### config.mk
export PLATFORM = sky130hd
export DESIGN_NAME = vga_pattern_gen_flat
export DESIGN_NICKNAME = d
export VERILOG_FILES = /design/src/rtl/vga_pattern_gen_if.sv /design/src/rtl/vga_pattern_gen.sv /design/src/flat_wrapper.sv
export SDC_FILE = /design/constraint.sdc
export NUM_CORES = 1
export LEC_CHECK = 0
export BUFFER_PORTS_ARGS = -buffer_cell sky130_fd_sc_hd__buf_2
export CORE_ASPECT_RATIO = 0.5
export CORE_UTILIZATION = 29
export CTS_CLUSTER_DIAMETER = 200
export DETAILED_ROUTE_END_ITERATION = 6
export GPL_ROUTABILITY_DRIVEN = 0
export PLACE_DENSITY = 0.44
export SYNTH_ARGS = -nofsm -noshare
export SYNTH_HDL_FRONTEND = slang
export SYNTH_SLANG_ARGS = --single-unit
### constraint.sdc
create_clock -name clock -period 3.2 [get_ports clock]
set_clock_uncertainty 0.2 [all_clocks]
set_input_delay 0.16 -clock clock [delete_from_list [all_inputs] [get_ports clock]]
set_output_delay 0.16 -clock clock [all_outputs]
set_load 0.01 [all_outputs]
### src/rtl/vga_pattern_gen_if.sv
`default_nettype none
// ============================================================================
// Module   : vga_pattern_gen_if
// Brief    : Pattern select input plus raster timing and pixel outputs.
// Revision : 1.0
// ============================================================================
interface vga_pattern_gen_if #(
   parameter int COLOR_W = 1
);
   logic [2:0]           mode;
   logic [3*COLOR_W-1:0] disp_RGB;
   logic                 hsync;
   logic                 vsync;
   logic                 data_en;
   logic [9:0]           pixel_x;
   logic [9:0]           pixel_y;
   logic                 frame_start;

   modport master (
      input  mode,
      output disp_RGB, hsync, vsync, data_en, pixel_x, pixel_y, frame_start
   );

   modport slave (
      output mode,
      input  disp_RGB, hsync, vsync, data_en, pixel_x, pixel_y, frame_start
   );
endinterface
`default_nettype wire

### src/rtl/vga_pattern_gen.sv
`default_nettype none
// ============================================================================
// Module   : vga_pattern_gen
// Brief    : Parametrised VGA timing and eight-pattern test generator.
// Revision : 1.0
// ============================================================================
module vga_pattern_gen #(
   parameter int CLK_DIV     = 2,
   parameter int COLOR_W     = 1,
   parameter int H_SYNC      = 96,
   parameter int H_BACK      = 48,
   parameter int H_ACTIVE    = 640,
   parameter int H_FRONT     = 16,
   parameter int V_SYNC      = 2,
   parameter int V_BACK      = 33,
   parameter int V_ACTIVE    = 480,
   parameter int V_FRONT     = 10,
   parameter bit SYNC_POL    = 1'b0,
   parameter int CHECK_LOG2  = 5,
   parameter int SCROLL_LOG2 = 2
) (
   input  logic              clock,
   input  logic              reset_n,
   vga_pattern_gen_if.master vga
);
   localparam int H_TOT = H_SYNC + H_BACK + H_ACTIVE + H_FRONT;
   localparam int V_TOT = V_SYNC + V_BACK + V_ACTIVE + V_FRONT;
   localparam int HW    = $clog2(H_TOT);
   localparam int VW    = $clog2(V_TOT);
   localparam int HSW   = $clog2(H_ACTIVE / 8 + 1);
   localparam int VSW   = $clog2(V_ACTIVE / 8 + 1);
   localparam int FCW   = SCROLL_LOG2 + 3;

   localparam logic [HW-1:0]  H_LAST     = HW'(H_TOT - 1);
   localparam logic [HW-1:0]  H_SYNC_END = HW'(H_SYNC);
   localparam logic [HW-1:0]  H_ACT_BEG  = HW'(H_SYNC + H_BACK);
   localparam logic [HW-1:0]  H_ACT_END  = HW'(H_SYNC + H_BACK + H_ACTIVE);
   localparam logic [VW-1:0]  V_LAST     = VW'(V_TOT - 1);
   localparam logic [VW-1:0]  V_SYNC_END = VW'(V_SYNC);
   localparam logic [VW-1:0]  V_ACT_BEG  = VW'(V_SYNC + V_BACK);
   localparam logic [VW-1:0]  V_ACT_END  = VW'(V_SYNC + V_BACK + V_ACTIVE);
   localparam logic [HSW-1:0] HSUB_LAST  = HSW'(H_ACTIVE / 8 - 1);
   localparam logic [VSW-1:0] VSUB_LAST  = VSW'(V_ACTIVE / 8 - 1);

   logic w_pix_en;

   generate
      if (CLK_DIV > 1) begin : g_div
         localparam int DW = $clog2(CLK_DIV);
         localparam logic [DW-1:0] DIV_LAST = DW'(CLK_DIV - 1);
         logic [DW-1:0] r_div_cnt;

         always_ff @(posedge clock or negedge reset_n) begin
            if (!reset_n)                  r_div_cnt <= '0;
            else if (r_div_cnt == DIV_LAST) r_div_cnt <= '0;
            else                           r_div_cnt <= r_div_cnt + 1'b1;
         end

         assign w_pix_en = (r_div_cnt == DIV_LAST);
      end else begin : g_no_div
         assign w_pix_en = 1'b1;
      end
   endgenerate

   logic [HW-1:0]  r_h;
   logic [VW-1:0]  r_v;
   logic [HSW-1:0] r_hsub;
   logic [VSW-1:0] r_vsub;
   logic [2:0]     r_hbar, r_vbar;
   logic [2:0]     r_mode_q;
   logic [FCW-1:0] r_frame_cnt;

   logic w_h_last, w_v_last, w_frame_wrap, w_h_act, w_v_act, w_active;
   logic [HW-1:0] w_x;
   logic [VW-1:0] w_y;

   assign w_h_last     = (r_h == H_LAST);
   assign w_v_last     = (r_v == V_LAST);
   assign w_frame_wrap = w_pix_en & w_h_last & w_v_last;
   assign w_h_act      = (r_h >= H_ACT_BEG) && (r_h < H_ACT_END);
   assign w_v_act      = (r_v >= V_ACT_BEG) && (r_v < V_ACT_END);
   assign w_active     = w_h_act & w_v_act;
   assign w_x          = r_h - H_ACT_BEG;
   assign w_y          = r_v - V_ACT_BEG;

   // Bar indices track the current counters; sub-counters replace x/(H_ACTIVE/8).
   always_ff @(posedge clock or negedge reset_n) begin
      if (!reset_n) begin
         r_h         <= '0;
         r_v         <= '0;
         r_hsub      <= '0;
         r_vsub      <= '0;
         r_hbar      <= '0;
         r_vbar      <= '0;
         r_mode_q    <= '0;
         r_frame_cnt <= '0;
      end else if (w_pix_en) begin
         r_h <= w_h_last ? '0 : r_h + 1'b1;

         if (w_h_act) begin
            if (r_hsub == HSUB_LAST) begin
               r_hsub <= '0;
               r_hbar <= r_hbar + 1'b1;
            end else begin
               r_hsub <= r_hsub + 1'b1;
            end
         end else begin
            r_hsub <= '0;
            r_hbar <= '0;
         end

         if (w_h_last) begin
            r_v <= w_v_last ? '0 : r_v + 1'b1;
            if (w_v_act) begin
               if (r_vsub == VSUB_LAST) begin
                  r_vsub <= '0;
                  r_vbar <= r_vbar + 1'b1;
               end else begin
                  r_vsub <= r_vsub + 1'b1;
               end
            end else begin
               r_vsub <= '0;
               r_vbar <= '0;
            end
         end

         if (w_frame_wrap) begin
            r_mode_q    <= vga.mode;
            r_frame_cnt <= r_frame_cnt + 1'b1;
         end
      end
   end

   logic [2:0]           w_scroll, w_sbar, w_code;
   logic [3*COLOR_W-1:0] w_rgb;

   assign w_scroll = r_frame_cnt[SCROLL_LOG2 +: 3];
   assign w_sbar   = r_hbar + w_scroll;

   // Colour code is 7-bar, i.e. the bitwise inverse of the 3-bit bar index.
   always_comb begin
      w_code = 3'b000;
      case (r_mode_q)
         3'd0:    w_code = ~r_vbar;
         3'd1:    w_code = ~r_hbar;
         3'd2:    w_code = r_vbar ^ r_hbar;
         3'd3:    w_code = ~(r_vbar ^ r_hbar);
         3'd4:    w_code = {3{w_x[CHECK_LOG2] ^ w_y[CHECK_LOG2]}};
         3'd5:    w_code = ~w_sbar;
         3'd6:    w_code = 3'b111;
         default: w_code = 3'b000;
      endcase
   end

   assign w_rgb = {{COLOR_W{w_code[2]}}, {COLOR_W{w_code[1]}}, {COLOR_W{w_code[0]}}};

   logic [3*COLOR_W-1:0] r_rgb;
   logic                 r_hsync, r_vsync, r_de, r_frame_start;
   logic [9:0]           r_px, r_py;

   always_ff @(posedge clock or negedge reset_n) begin
      if (!reset_n) begin
         r_rgb         <= '0;
         r_hsync       <= ~SYNC_POL;
         r_vsync       <= ~SYNC_POL;
         r_de          <= 1'b0;
         r_px          <= '0;
         r_py          <= '0;
         r_frame_start <= 1'b0;
      end else begin
         r_frame_start <= w_frame_wrap;
         if (w_pix_en) begin
            r_hsync <= (r_h < H_SYNC_END) ? SYNC_POL : ~SYNC_POL;
            r_vsync <= (r_v < V_SYNC_END) ? SYNC_POL : ~SYNC_POL;
            r_de    <= w_active;
            r_px    <= w_active ? 10'(w_x) : 10'd0;
            r_py    <= w_active ? 10'(w_y) : 10'd0;
            r_rgb   <= w_active ? w_rgb : '0;
         end
      end
   end

   assign vga.disp_RGB    = r_rgb;
   assign vga.hsync       = r_hsync;
   assign vga.vsync       = r_vsync;
   assign vga.data_en     = r_de;
   assign vga.pixel_x     = r_px;
   assign vga.pixel_y     = r_py;
   assign vga.frame_start = r_frame_start;
endmodule
`default_nettype wire

### src/flat_wrapper.sv
// flat-port wrapper written by rule: the top's interface ports become plain ports
module vga_pattern_gen_flat 
#(
   parameter int CLK_DIV     = 2,
   parameter int COLOR_W     = 1,
   parameter int H_SYNC      = 96,
   parameter int H_BACK      = 48,
   parameter int H_ACTIVE    = 640,
   parameter int H_FRONT     = 16,
   parameter int V_SYNC      = 2,
   parameter int V_BACK      = 33,
   parameter int V_ACTIVE    = 480,
   parameter int V_FRONT     = 10,
   parameter bit SYNC_POL    = 1'b0,
   parameter int CHECK_LOG2  = 5,
   parameter int SCROLL_LOG2 = 2
)
  (clock, reset_n, vga_mode, vga_disp_RGB, vga_hsync, vga_vsync, vga_data_en, vga_pixel_x, vga_pixel_y, vga_frame_start);
  vga_pattern_gen_if #(.COLOR_W(COLOR_W)) vga_i ();
  input  logic clock;
  input  logic reset_n;
  input wire logic [$bits(vga_i.mode)-1:0] vga_mode;
  output wire logic [$bits(vga_i.disp_RGB)-1:0] vga_disp_RGB;
  output wire logic [$bits(vga_i.hsync)-1:0] vga_hsync;
  output wire logic [$bits(vga_i.vsync)-1:0] vga_vsync;
  output wire logic [$bits(vga_i.data_en)-1:0] vga_data_en;
  output wire logic [$bits(vga_i.pixel_x)-1:0] vga_pixel_x;
  output wire logic [$bits(vga_i.pixel_y)-1:0] vga_pixel_y;
  output wire logic [$bits(vga_i.frame_start)-1:0] vga_frame_start;
  assign vga_i.mode = vga_mode;
  assign vga_disp_RGB = vga_i.disp_RGB;
  assign vga_hsync = vga_i.hsync;
  assign vga_vsync = vga_i.vsync;
  assign vga_data_en = vga_i.data_en;
  assign vga_pixel_x = vga_i.pixel_x;
  assign vga_pixel_y = vga_i.pixel_y;
  assign vga_frame_start = vga_i.frame_start;
  vga_pattern_gen #(.CLK_DIV(CLK_DIV), .COLOR_W(COLOR_W), .H_SYNC(H_SYNC), .H_BACK(H_BACK), .H_ACTIVE(H_ACTIVE), .H_FRONT(H_FRONT), .V_SYNC(V_SYNC), .V_BACK(V_BACK), .V_ACTIVE(V_ACTIVE), .V_FRONT(V_FRONT), .SYNC_POL(SYNC_POL), .CHECK_LOG2(CHECK_LOG2), .SCROLL_LOG2(SCROLL_LOG2)) u_core (.clock(clock), .reset_n(reset_n), .vga(vga_i));
endmodule
==> impl_metrics.ini <==
[status]
status = finished, final reports clean

[drt]
top_layer = met4
ant_nets = 0
dr_wl_met3_um = 248
firstDrtPassIters = 4
vias = 3095
wirelength_met1_um = 5150
via_per_inst = 4.77
wl_per_cell_um = 14.7
drt_wl_total_um = 9570
drcViolationCount = 0
drtIter0Drc = 206
wl_met2_um = 4090

[clock_network]
cts_root_buffer = clkbuf_16
cts_buffers = 9
clock-sinks = 75
clk_path_buf_depth = 2
insertion_delay_ns = 0.34
clk_pin_slew_worst_paths_ns = 0.06
cts_tree = built
htreeDepth = 3

[floorplanning]
initial_core_util = 0.298
dieArea_um2 = 14400
top_level_ports = 32
core_um2 = 13600
die_w_um = 169
die_y_um = 85.4
core.rowCount = 30

[sta]
fin_ws_ns = 0.489
fmax_mhz = 369
tns_ns = 0
fin_crit_sh = 0.847
finalHoldViolCount = 0
maxSlewHeadroom = 0.340
tightest_slew_ns = 0.990
slew_violations = 0
timing.hold.ws_ns = 0.281
post-route-min-period_ns = 2.71
grt_setup_unrepaired = no
setup_violations = 0

[yosys]
async_reset_ff_frac = 1.00
ys_seq_area_frac = 0.466
synth_edf_count = 0
syn-num-nets = 444
synth_warnings = 0
ys_ff_latch = 75
syn_avg_cell_area_um2 = 9.49
synthCells = 425
netlist_top_cells_area = dfrtp_1 (45%), nand2_1 (5.9%), xnor2_1 (4.8%), ha_1 (4.0%), o21ai_0 (3.8%)
yosys.area.top_type_share = 0.453
synth_commonest_cells = dfrtp_1 (73), nand2_1 (63), o21ai_0 (31)
synth.most_common_cell = dfrtp_1
yosys.area.top_type = dfrtp_1
syn_area_um2 = 4040
synth.distinct_cells = 56
synth_flop_cell = dfrtp_1

[grt]
gr-total-overflow = 0
grt_usage = 0.144
antenna_found_initial = 0
grt_pass1_wl_um = 16000
grt_pass1_vias = 3007
grt_max_degree = 76

[finish]
nFillCells = 1386
num-nets-final = 471
drive_above_1_share = 0.140
diodes = 0
area_growth_pct = 17.5

[setup_path]
end_kind = flop
cp.arrival_ns = 2.71
crit_type = reg2reg
start_kind = flop
crit_required_ns = 3.20
crit_fanout = 15

[flow_run]
drv_cap = 0

[worst_hold_path]
hold_class = reg2reg

[pwr]
power.density_nw_per_um2 = 441
ir_drop_uv = 213
cellLeakagePower_nw = 2.11

[placed_design]
dp_hpwl_um = 6500
post-place-ws_ns = 0.460
portBuffers = 31
[metrics by stage]
step / area (µm²) / instances / utilization / power [mW]
floorplan: 4040 / 425 / - / 0.966
global placement: 4370 / 629 / 0.323 / 0.989
detailed placement: 4370 / 629 / 0.323 / 0.989
CTS: 4740 / 649 / 0.350 / 2.12
global route: 4740 / 649 / 0.350 / 2.16
finish: 4740 / 649 / 0.350 / 2.09
[path summary, 6_finish.rpt]
kind                       depth (start not counted)                              start                           endpoint  slack (ns)
min                                                1  u_core.vga.pixel_x[0]$_DFFE_PN0P_  u_core.vga.pixel_x[0]$_DFFE_PN0P_        0.28
min reg2reg                                        1  u_core.vga.pixel_x[0]$_DFFE_PN0P_  u_core.vga.pixel_x[0]$_DFFE_PN0P_        0.28
max in group asynchronous                          2                            reset_n  u_core.vga.pixel_y[6]$_DFFE_PN0P_        1.83
max                                                6          u_core.r_v[0]$_DFFE_PN0P_  u_core.vga.pixel_x[6]$_DFFE_PN0P_        0.49
max reg2reg                                        6          u_core.r_v[0]$_DFFE_PN0P_  u_core.vga.pixel_x[6]$_DFFE_PN0P_        0.49
min in group asynchronous                          2                            reset_n  u_core.r_frame_cnt[4]$_DFFE_PN0P_        0.34
[layout by cell type, fill, tap and decap left out, types with 2 or more instances in the layout]
cell and n:
or3_1 2, nor4_1 3, o22ai_1 2, dfstp_2 2
a22o_1 5, and3_1 4, xor2_1 8, clkbuf_16 9
nor3_1 11, bufinv_16 2, xnor2_1 22, nand4_1 6
mux2_2 2, a2bb2oi_1 2, nand2_1 63, clkbuf_8 2
a211oi_1 5, a21o_1 4, nand4b_1 2, buf_4 7
nor2b_1 6, dlygate4sd3_1 4, o2bb2ai_1 14, nand2b_1 6
ha_1 13, o21ai_0 31, o31ai_1 10, buf_2 30
nand3_1 19, or4_1 3, dfrtp_1 73, mux2i_1 4
nor4_2 2, a31oi_1 2, nor2_1 20, inv_1 17
a21oi_1 16
[where the power goes]
| part | internal, mW | switching, mW |
|---|---|---|
| Combinational | 0.00527 | 0.0197 |
| Sequential | 0.949 | 0 |
| Clock | 0.724 | 0.391 |
| Total | 1.68 | 0.411 |
[sequential cells by signal, indices dropped and copies added, names as in the netlist]
signal                  cells
u_core.vga.pixel_y         10
u_core.vga.disp_RGB         3
u_core.r_vsub               6
u_core.vga.pixel_x         10
u_core.vga.hsync            1
u_core.r_h                 10
u_core.r_v                 10
u_core.vga.data_en          1
u_core.vga.vsync            1
u_core.r_hbar               3
u_core.r_vbar               3
u_core.g_div.r_div_cnt      1
u_core.r_mode_q             3
u_core.r_frame_cnt          5
u_core.r_hsub               7
u_core.vga.frame_start      1
[critical path: stages (launching register included)]
cell and delay [ns]:
dfrtp_1 0.43, ha_1 0.31, o41ai_1 0.60, a21o_1 0.30
nand2_1 0.22, nand2_2 0.38, o31ai_1 0.14
[timing repair]
item | in CTS | in global routing
endpoints found under the setup margin | 0 | 0
setup buffers | 0 | 0
hold buffers | 4 | 0
resized for setup | 0 | 0
endpoints found under the hold margin | 76 | 0
[kinds of logic after synthesis]
group / share of synthesized area
AOI/OAI and AO/OA: 0.173
xor gates and xnor gates: 0.0651
adders and majority gates: 0.0453
buffers and inverters: 0.0422
DFF: 0.466
muxes: 0.0155
and+or+nand+nor: 0.193
[final cells by class]
| type | count | area (µm²) | area share |
|---|---|---|---|
| Clock buffer | 12 | 256 | 0.0541 |
| Timing Repair Buffer | 41 | 243 | 0.0512 |
| Tap cell | 192 | 240 | 0.0507 |
| Multi-Input combinational cell | 308 | 1990 | 0.419 |
| Clock inverter | 4 | 72.6 | 0.0153 |
| Inverter | 17 | 63.8 | 0.0135 |
| Sequential cell | 75 | 1880 | 0.396 |
[per-layer routing]
| layer | up-vias | track usage |
|---|---|---|
| met5 | - | 0 |
| met4 | 0 | 0.0322 |
| met3 | 7 | 0.0373 |
| met2 | 37 | 0.208 |
| met1 | 1491 | 0.211 |
| li1 | 1560 | - |
(Power assumes the default switching activity.)
